File: src/rtl/trend_pkg.sv
// Shared types and helpers for the sample trend monitor.
// Step classes match the out_dir encoding seen by downstream logic.
package trend_pkg;

   typedef enum logic [1:0] {
      FIRST = 2'b00,
      UP    = 2'b01,
      DOWN  = 2'b10,
      FLAT  = 2'b11
   } dir_t;

   typedef enum logic {
      EMPTY = 1'b0,
      TRACK = 1'b1
   } state_t;

   // Increment that sticks at the all-ones value of a width-bit counter.
   function automatic logic [31:0] sat_inc(input logic [31:0] value, input int width);
      logic [31:0] limit;
      limit = (width >= 32) ? 32'hFFFF_FFFF : ((32'd1 << width) - 32'd1);
      return (value >= limit) ? limit : value + 32'd1;
   endfunction

endpackage

File: src/rtl/comparator_4Bit.sv
// Existing 4-bit unsigned magnitude comparator: exactly one flag is high.
module comparator_4Bit (
   input  logic [3:0] a,
   input  logic [3:0] b,
   output logic       lesser,
   output logic       greater,
   output logic       equal
);

   assign lesser  = (a < b);
   assign greater = (a > b);
   assign equal   = (a == b);

endmodule

File: src/rtl/sample_trend_monitor.sv
// Classifies each accepted 4-bit sample against the previous one and keeps
// step counters, run length, trend flags and running min/max behind a valid/ready output.
module sample_trend_monitor
   import trend_pkg::*;
#(
   parameter int CNT_W   = 8,
   parameter int RUN_LEN = 3
) (
   input  logic             clk,
   input  logic             rst_n,
   input  logic             clear,
   input  logic             in_valid,
   output logic             in_ready,
   input  logic [3:0]       in_data,
   output logic             out_valid,
   input  logic             out_ready,
   output logic [1:0]       out_dir,
   output logic [CNT_W-1:0] cnt_up,
   output logic [CNT_W-1:0] cnt_down,
   output logic [CNT_W-1:0] cnt_flat,
   output logic [CNT_W-1:0] run_len,
   output logic             trend_up,
   output logic             trend_down,
   output logic [3:0]       min_val,
   output logic [3:0]       max_val
);

   state_t           state_q, state_d;
   logic [3:0]       prev_q, prev_d;
   logic             mem_valid_q, mem_valid_d;
   dir_t             mem_dir_q, mem_dir_d;
   logic             valid_q, valid_d;
   dir_t             dir_q, dir_d;
   logic [CNT_W-1:0] up_q, up_d;
   logic [CNT_W-1:0] down_q, down_d;
   logic [CNT_W-1:0] flat_q, flat_d;
   logic [CNT_W-1:0] run_q, run_d;
   logic             tup_q, tup_d;
   logic             tdown_q, tdown_d;
   logic [3:0]       min_q, min_d;
   logic [3:0]       max_q, max_d;

   logic lesser, greater, equal;
   logic accept;
   dir_t step_dir;

   comparator_4Bit u_cmp (
      .a       (in_data),
      .b       (prev_q),
      .lesser  (lesser),
      .greater (greater),
      .equal   (equal)
   );

   assign in_ready = !clear && (!valid_q || out_ready);
   assign accept   = in_valid && in_ready;

   always_comb begin
      step_dir = FLAT;
      if (greater)
         step_dir = UP;
      else if (lesser)
         step_dir = DOWN;
      else if (equal)
         step_dir = FLAT;
   end

   always_comb begin
      state_d     = state_q;
      prev_d      = prev_q;
      mem_valid_d = mem_valid_q;
      mem_dir_d   = mem_dir_q;
      dir_d       = dir_q;
      up_d        = up_q;
      down_d      = down_q;
      flat_d      = flat_q;
      run_d       = run_q;
      tup_d       = tup_q;
      tdown_d     = tdown_q;
      min_d       = min_q;
      max_d       = max_q;
      valid_d     = valid_q;

      if (valid_q && out_ready)
         valid_d = 1'b0;

      if (accept) begin
         valid_d = 1'b1;
         prev_d  = in_data;
         if (state_q == EMPTY) begin
            state_d = TRACK;
            dir_d   = FIRST;
            min_d   = in_data;
            max_d   = in_data;
            tup_d   = 1'b0;
            tdown_d = 1'b0;
         end else begin
            dir_d = step_dir;
            if (in_data < min_q)
               min_d = in_data;
            if (in_data > max_q)
               max_d = in_data;
            // A flat step breaks any run and forgets which way we were going.
            if (step_dir == FLAT) begin
               flat_d      = CNT_W'(sat_inc(32'(flat_q), CNT_W));
               run_d       = '0;
               mem_valid_d = 1'b0;
            end else begin
               if (step_dir == UP)
                  up_d = CNT_W'(sat_inc(32'(up_q), CNT_W));
               else
                  down_d = CNT_W'(sat_inc(32'(down_q), CNT_W));
               if (mem_valid_q && (mem_dir_q == step_dir))
                  run_d = CNT_W'(sat_inc(32'(run_q), CNT_W));
               else
                  run_d = CNT_W'(1);
               mem_valid_d = 1'b1;
               mem_dir_d   = step_dir;
            end
            tup_d   = (step_dir == UP)   && (run_d >= CNT_W'(RUN_LEN));
            tdown_d = (step_dir == DOWN) && (run_d >= CNT_W'(RUN_LEN));
         end
      end
   end

   // Reset and clear both return the block to an empty, all-zero state.
   always_ff @(posedge clk) begin
      if (!rst_n || clear) begin
         state_q     <= EMPTY;
         prev_q      <= '0;
         mem_valid_q <= 1'b0;
         mem_dir_q   <= FIRST;
         valid_q     <= 1'b0;
         dir_q       <= FIRST;
         up_q        <= '0;
         down_q      <= '0;
         flat_q      <= '0;
         run_q       <= '0;
         tup_q       <= 1'b0;
         tdown_q     <= 1'b0;
         min_q       <= '0;
         max_q       <= '0;
      end else begin
         state_q     <= state_d;
         prev_q      <= prev_d;
         mem_valid_q <= mem_valid_d;
         mem_dir_q   <= mem_dir_d;
         valid_q     <= valid_d;
         dir_q       <= dir_d;
         up_q        <= up_d;
         down_q      <= down_d;
         flat_q      <= flat_d;
         run_q       <= run_d;
         tup_q       <= tup_d;
         tdown_q     <= tdown_d;
         min_q       <= min_d;
         max_q       <= max_d;
      end
   end

   assign out_valid  = valid_q;
   assign out_dir    = dir_q;
   assign cnt_up     = up_q;
   assign cnt_down   = down_q;
   assign cnt_flat   = flat_q;
   assign run_len    = run_q;
   assign trend_up   = tup_q;
   assign trend_down = tdown_q;
   assign min_val    = min_q;
   assign max_val    = max_q;

endmodule
File: config.mk
export PLATFORM = sky130hd
export DESIGN_NAME = sample_trend_monitor
export DESIGN_NICKNAME = d
export VERILOG_FILES = /design/src/rtl/trend_pkg.sv /design/src/rtl/comparator_4Bit.sv /design/src/rtl/sample_trend_monitor.sv
export SDC_FILE = /design/constraint.sdc
export NUM_CORES = 1
export LEC_CHECK = 0
export ABC_AREA = 1
export BUFFER_PORTS_ARGS = -buffer_cell sky130_fd_sc_hd__buf_2
export CORE_MARGIN = 5
export CORE_UTILIZATION = 30
export CTS_BUF_LIST = sky130_fd_sc_hd__clkbuf_8 sky130_fd_sc_hd__clkbuf_16
export CTS_CLUSTER_SIZE = 12
export DETAILED_ROUTE_END_ITERATION = 6
export GPL_ROUTABILITY_DRIVEN = 0
export SYNTH_ARGS = -nofsm -noshare
export SYNTH_HDL_FRONTEND = slang
export SYNTH_HIERARCHICAL = 1
export SYNTH_SLANG_ARGS = --single-unit
File: constraint.sdc
create_clock -name clk -period 4.1 [get_ports clk]
set_clock_uncertainty 0.05 [all_clocks]
set_input_delay 0 -clock clk [delete_from_list [all_inputs] [get_ports clk]]
set_output_delay 0 -clock clk [all_outputs]
set_load 0.02 [all_outputs]
==> results of run 1 <==
==> where the power goes <==
group          internal (mW)  total [mW]  switching [mW]
clock network          0.199       0.375           0.176
registers              0.519       0.523         0.00320
logic                 0.0255      0.0758          0.0504
==> cells by family (layout without fill, tap and decap cells) <==
logic type | after synthesis | count (layout)
AOI/OAI and AO/OA | 91 | 91
xor gates and xnor gates | 7 | 7
adders and majority gates | 15 | 15
buffers and inverters | 63 | 122
DFF | 53 | 53
and+or+nand+nor | 165 | 165
==> cell usage in the layout (no fill, tap or decap), drive strengths merged, types with 2 or more instances in the layout <==
cell type	netlist	final
nand3b	3	3
nor2	30	30
nand4	5	5
a211oi	3	3
buf	3	55
clkbuf	5	6
dlygate4sd3	0	4
nor3	8	8
o21ai	35	35
nand2	90	90
nor3b	2	2
ha	15	15
xnor2	4	4
a21oi	43	43
dfxtp	53	53
inv	54	54
nand3	22	22
or2	2	2
a31oi	9	9
xor2	3	3
==> state kept, by name (all words and copies together), names as in the netlist, 4 cells and up <==
register / flops
cnt_down: 8
prev_q: 4
run_len: 8
cnt_up: 8
max_val: 4
cnt_flat: 8
min_val: 4
==> metal layers <==
layer	vias up	track usage
met2	38	0.205
met1	1193	0.158
li1	1411	-
met3	4	0.0229
met5	-	0
met4	0	0.0384
==> worst min-delay path, cell delays in order <==
cell	delay, ps
buf_2	120
nand3_4	150
a21oi_1	70
==> through the flow <==
stage                     instances  setup slack, ps  total power, mW  hold WS, ps
final                           564             1770            0.973         40.6
after global placement          552             1920            0.607          259
after detailed placement        552             1830            0.608          263
after CTS                       564             1770            0.994         32.3
after floorplan                 394             2050            0.585         29.8
after global routing            564             1510             1.02         61.2
==> area by class of cell <==
cell class	count	area, sq um
Fill cell	1006	5860
Multi-Input combinational cell	278	1500
Sequential cell	53	1060
Timing Repair Buffer	59	318
Inverter	55	206
Tap cell	111	139
Clock buffer	6	82.6
Clock inverter	2	37.5
==> final timing paths <==
kind	end	slack [ps]	cells after the start
worst max-delay path	trend_up$_SDFFE_PP0P_	1770	19
worst min-delay path	state_q$_SDFFE_PP0P_	40	3
worst max register to register	trend_up$_SDFFE_PP0P_	1810	18
worst min register to register	out_dir[1]$_SDFFE_PP0P_	420	2
==> timing repair <==
item / 4_1_cts / 5_1_grt
hold endpoints to repair: 6 / 0
buffers inserted: 0 / 0
hold buffers: 4 / 0
==> impl_metrics.tcl, run 1 <==
set metrics [dict create \
    yosysSeqAreaShare 0.378 \
    nets 476 \
    synth_top_area_frac 0.378 \
    hold_start "in_valid" \
    crit_chain "dlygate4sd3_1 -> buf_2 -> ha_1 -> nand2_1 -> inv_1 -> nand2_1 -> a21oi_1 -> inv_2 -> nand2_1 -> nand2_1 -> nand2_1 -> nand2_2 -> nor2_4 -> nand2_1 -> nand2_1 -> nor2_1 -> nand2_1 -> nand2_1 -> a21oi_1" \
    overflow 0 \
    synthTopCellsByArea "dfxtp_1 38%, nand2_1 11%, a21oi_1 7.7%" \
    setup_violations 0 \
    synth_top_family_by_area "simple AND/OR/NAND/NOR gates" \
    fin_util 0.363 \
    clockBufferDepth 2 \
    p_leak_nw 1.44 \
    arrival_ps 2520 \
    crit_buf_inv 4 \
    cap_violations 0 \
    vias 2646 \
    clk_pin_slew_ps 100 \
    tightestPinTransition_ps 639 \
    vias_per_cell 4.69 \
    critical_path.max_fanout 8 \
    synth-xor-area-share 0.0219 \
    grt_pass1_wl_mm 11.5 \
    wire_per_inst_microns 11.9 \
    routed_wl_mm 6.74 \
    synth_nets 418 \
    rsz0062_at_grt "false" \
    power.density_nw_per_um2 291 \
    synthMuxAreaShare 0 \
    async_flop_share 0 \
    ys_ff_latch 53 \
    worstPathRequired_ps 4290 \
    cts_resized 0 \
    top_layer "met4" \
    max_stage_delay_ps 530 \
    synth_area_sq_um 2810 \
    synthCells 394 \
    drc 0 \
    status "finished, final reports clean" \
    yosysTopAreaCell "dfxtp_1" \
    area_delta_synth_final_pct 19.0 \
    synth_common_cells "85 x nand2_1, 53 x dfxtp_1, 50 x inv_1, 43 x a21oi_1, 33 x o21ai_0" \
    crit_type "in -> reg" \
    synth.most_common_cell "nand2_1" \
    clock_latency_ps 310 \
    synthDistinctLibCells 33 \
    slew_viol_final 0 \
    hold_violations 0 \
    placed_area_sq_um 3180 \
    drtIter0Drc 72 \
    detail-route-antenna-nets 0 \
    syn_area_per_cell_sq_um 7.12 \
    synth-compound-area-share 0.170 \
    synth-main-ff-cell "dfxtp_1" \
    finalInstanceArea_sq_um 3340 \
    h-tree-depth 2 \
    crit_top_cell "nand2_1" \
    die_h_microns 107 \
    yosys.area_share.simple 0.274 \
    grt_max_degree 33 \
    io_pins 55 \
    final.setup.tns_ps 0 \
    layout-drive-gt1-share 0.177 \
    start_kind "input port" \
    row_count 35 \
    cts.sinks 53 \
    min_period_over_period 0.569 \
    ys_warn_count 6 \
    antenna_found_initial 0 \
    fmax_ghz 0.429 \
    root_buffer "clkbuf_8" \
    cp_top_family "simple AND/OR/NAND/NOR gates" \
    portBuffers 54 \
    wl_met1_mm 3.25 \
    antenna_cells 0 \
    hold_class "in -> reg" \
    cts_buffers 5 \
    dr.pass1.iters 4 \
    die_w_microns 107 \
    dpl.hpwl_mm 4.96 \
    wl_met2_mm 3.16 \
    synth_edf_count 0 \
    cp-end-kind "flop" \
    period_needed_ps 2330 \
    crit_start "in_data[3]" \
    start_util 0.305 \
    die-area_sq_um 11400 \
    grt_use_total 0.122 \
    synthAdderAreaFrac 0.0669 \
    irDropWorstVdd_mv 0.163 \
    wl_met3_microns 245 \
    relSlewSlack 0.573 \
    coreArea_sq_um 9200 \
    timing.rr.start "prev_q[3]$_SDFFE_PP0P_" \
    cp_slowest_cell "dlygate4sd3_1" \
    grt_pass1_vias 2469 \
    cts_tree "done" \
]
No activity file was read; power rests on OpenSTA's default activity.
==> run 2: changes to the inputs <==
--- a/config.mk
+++ b/config.mk
@@ -5,7 +5,7 @@
 export SDC_FILE = /design/constraint.sdc
 export NUM_CORES = 1
 export LEC_CHECK = 0
-export ABC_AREA = 1
+export ABC_AREA = 0
 export BUFFER_PORTS_ARGS = -buffer_cell sky130_fd_sc_hd__buf_2
 export CORE_MARGIN = 5
 export CORE_UTILIZATION = 30
==> constraint.sdc (replaced) <==
create_clock -name clk -period 1.9 [get_ports clk]
set_clock_uncertainty 0.05 [all_clocks]
set_input_delay 0 -clock clk [delete_from_list [all_inputs] [get_ports clk]]
set_output_delay 0 -clock clk [all_outputs]
set_load 0.02 [all_outputs]
==> run 2 against run 1 <==
The run now ends with setup timing left. Global-route usage increased by 1.4 points. Largest cell class unchanged. Clock power increased by 71%. Sequential share of layout area decreased by 4.5 points. Combinational power increased to 3.1 times the previous value. Cell count shrank 1.6%. Design area increased by 17%. Synthesized area up 0.98%. Critical path depth shrank 8. Clock-buffer cell count unchanged. Total power increased by 110%. Setup slack worse by 1900 ps. Die area increased by 0.88%.
==> impl_metrics.tcl, run 2 <==
set metrics [dict create \
    start_kind "flop" \
    timing.rr.start "prev_q[2]$_SDFFE_PP0P_" \
    synth_common_cells "53 x dfxtp_1, 46 x nand2_1, 27 x a21oi_1, 22 x nor2_1, 18 x nor3_1" \
    crit_start "prev_q[2]$_SDFFE_PP0P_" \
    cts_buffers 5 \
    finalInstanceArea_sq_um 3920 \
    io_pins 55 \
    period_needed_ps 1990 \
    hold_violations 0 \
    yosys.area_share.simple 0.274 \
    detail-route-antenna-nets 0 \
    final.setup.tns_ps -793 \
    min_period_over_period 1.05 \
    wire_per_inst_microns 14.2 \
    ys_ff_latch 53 \
    setup_violations 15 \
    p_leak_nw 1.58 \
    synthCells 344 \
    grt_pass1_vias 2723 \
    reg2reg_depth 11 \
    layout-drive-gt1-share 0.373 \
    drtIter0Drc 212 \
    grt_max_degree 36 \
    cp_top_family "compound AO/OA/AOI/OAI gates" \
    die_w_microns 107 \
    h-tree-depth 2 \
    p_total_mw 2.00 \
    routed_wl_mm 7.86 \
    dpl.hpwl_mm 5.48 \
    clockBufferDepth 2 \
    rsz0062_at_grt "true" \
    synth.most_common_cell "dfxtp_1" \
    dr.pass1.iters 4 \
    antenna_found_initial 0 \
    clk_pin_slew_ps 90 \
    power.density_nw_per_um2 512 \
    place_ws_ps -244 \
    critical_path_cell_count 11 \
    synth_top_family_by_area "simple AND/OR/NAND/NOR gates" \
    row_count 35 \
    arrival_ps 2110 \
    irDropWorstVdd_mv 0.243 \
    synth_area_sq_um 2830 \
    fmax_ghz 0.503 \
    overflow 0 \
    synth_top_area_frac 0.375 \
    yosysSeqAreaShare 0.375 \
    synth-xor-area-share 0.0155 \
    nets 450 \
    antenna_cells 0 \
    async_flop_share 0 \
    timing.rr.end "run_len[2]$_SDFFE_PP0P_" \
    worstPathRequired_ps 2020 \
    max_stage_delay_ps 350 \
    portBuffers 54 \
    die-area_sq_um 11500 \
    synth-main-ff-cell "dfxtp_1" \
    crit_chain "inv_2 -> ha_4 -> nand2_4 -> o21bai_4 -> a21oi_4 -> nand4bb_1 -> a21boi_2 -> buf_6 -> buf_4 -> a21oi_2 -> nor3_2" \
    placed_area_sq_um 3490 \
    synth_edf_count 0 \
    yosysTopAreaCell "dfxtp_1" \
    synthDistinctLibCells 50 \
    rrSetupSlack_ps -90 \
    clock_latency_ps 300 \
    synthTopCellsByArea "dfxtp_1 37%, ha_1 6.6%, nand2_1 6.1%" \
    root_buffer "clkbuf_8" \
    vias_per_cell 5.13 \
    postCtsHoldBufs 0 \
    grt_use_total 0.136 \
    n_fill_cell 910 \
    fin_util 0.424 \
    grt_pass1_wl_mm 13.1 \
    cp_slowest_cell "dfxtp_2" \
    coreArea_sq_um 9240 \
    relSlewSlack 0.686 \
    crit_buf_inv 3 \
    drc 0 \
    cts.sinks 53 \
    start_util 0.307 \
    synthAdderAreaFrac 0.0663 \
    most-common-layout-cells "54 x buf_2, 48 x dfxtp_1, 44 x nand2_1" \
    syn_area_per_cell_sq_um 8.23 \
    violations "setup timing" \
    tightestPinTransition_ps 471 \
    ys_warn_count 6 \
    die_h_microns 107 \
    area_delta_synth_final_pct 38.2 \
    slew_viol_final 0 \
    cts_tree "done" \
    synth-compound-area-share 0.199 \
    setup_ws_ps -89.3 \
    endpoint "run_len[2]$_SDFFE_PP0P_" \
    vias 2849 \
    synth_nets 368 \
    synthMuxAreaShare 0.0283 \
    cap_violations 0 \
    cp-end-kind "flop" \
    final_common_cell "buf_2" \
    critical_path.max_fanout 7 \
    crit_type "reg -> reg" \
    hold_class "in -> reg" \
    status "finished with violations" \
]
run 2: cell count changes after synthesis, moves of 6 or more:
| cell | change |
|---|---|
| a21oi_1 | -16 |
| nand2_1 | -39 |
| mux2i_1 | +8 |
| inv_1 | -33 |
| o21ai_0 | -22 |
| nor4_1 | +6 |
| nor3_1 | +13 |
| and3_1 | +8 |
run 2: cell families (layout without fill, tap and decap cells):
group	Yosys count	count (layout)
AO/OA/AOI/OAI	83	83
XOR/XNOR	5	5
adder cells (fa/ha/maj)	15	15
buffers and inverters	31	113
flip-flops	53	53
multiplexers	8	8
AND/OR/NAND/NOR	149	149
run 2: tightest hold or removal path, stage by stage:
cell and delay, ps:
buf_2 100, buf_4 140, nand2_1 60, a21oi_1 50
run 2: stage by stage:
stage / instances / hold slack [ps]
3_5_place_dp: 541 / 360
3_3_place_gp: 541 / 338
2_1_floorplan: 344 / 78.4
5_1_grt: 555 / 61.8
6_report: 555 / 49.7
4_1_cts: 553 / 48.3
run 2: timing repair:
action / 4_1_cts / 5_1_grt
pin swaps: 22 / 25
setup endpoints to repair: 34 / 40
setup buffers: 5 / 3
resized for setup: 36 / 29
run 2: layout make-up:
| cell class | count | area [sq um] | share of cell area |
|---|---|---|---|
| multi-input combinational | 260 | 1990 | 0.508 |
| sequential | 53 | 1070 | 0.273 |
| timing repair buffer | 89 | 548 | 0.140 |
| tap | 129 | 161 | 0.0412 |
| clock buffer | 6 | 82.6 | 0.0211 |
| inverter | 17 | 63.8 | 0.0163 |
| clock inverter | 1 | 3.75 | 0.000959 |
run 2: worst min path at each step:
| stage | startpoint | end | slack (ps) | cells after the start |
|---|---|---|---|---|
| after floorplan | in_data[1] | prev_q[1]$_SDFFE_PP0P_ | 80 | 2 |
| after global placement | in_data[0] | prev_q[0]$_SDFFE_PP0P_ | 340 | 4 |
| after detailed placement | in_data[0] | prev_q[0]$_SDFFE_PP0P_ | 360 | 4 |
| after global routing | in_data[0] | prev_q[0]$_SDFFE_PP0P_ | 60 | 4 |
| after CTS | in_data[0] | prev_q[0]$_SDFFE_PP0P_ | 50 | 4 |
| final | in_data[0] | prev_q[0]$_SDFFE_PP0P_ | 50 | 4 |
run 2: power by group:
| group | total [mW] | internal, mW | leakage [nW] | switching [mW] |
|---|---|---|---|---|
| Clock | 0.642 | 0.285 | 0.0485 | 0.357 |
| Sequential | 1.13 | 1.12 | 0.430 | 0.00694 |
| Combinational | 0.236 | 0.102 | 1.10 | 0.134 |
| Total | 2.00 | 1.51 | 1.58 | 0.498 |
run 2: routing by layer:
metal	track usage	vias to the layer above	wire length, microns
met2	0.228	71	3790
met5	0	-	0
li1	-	1411	-
met4	0.0384	0	58
met1	0.177	1363	3700
met3	0.0247	4	315
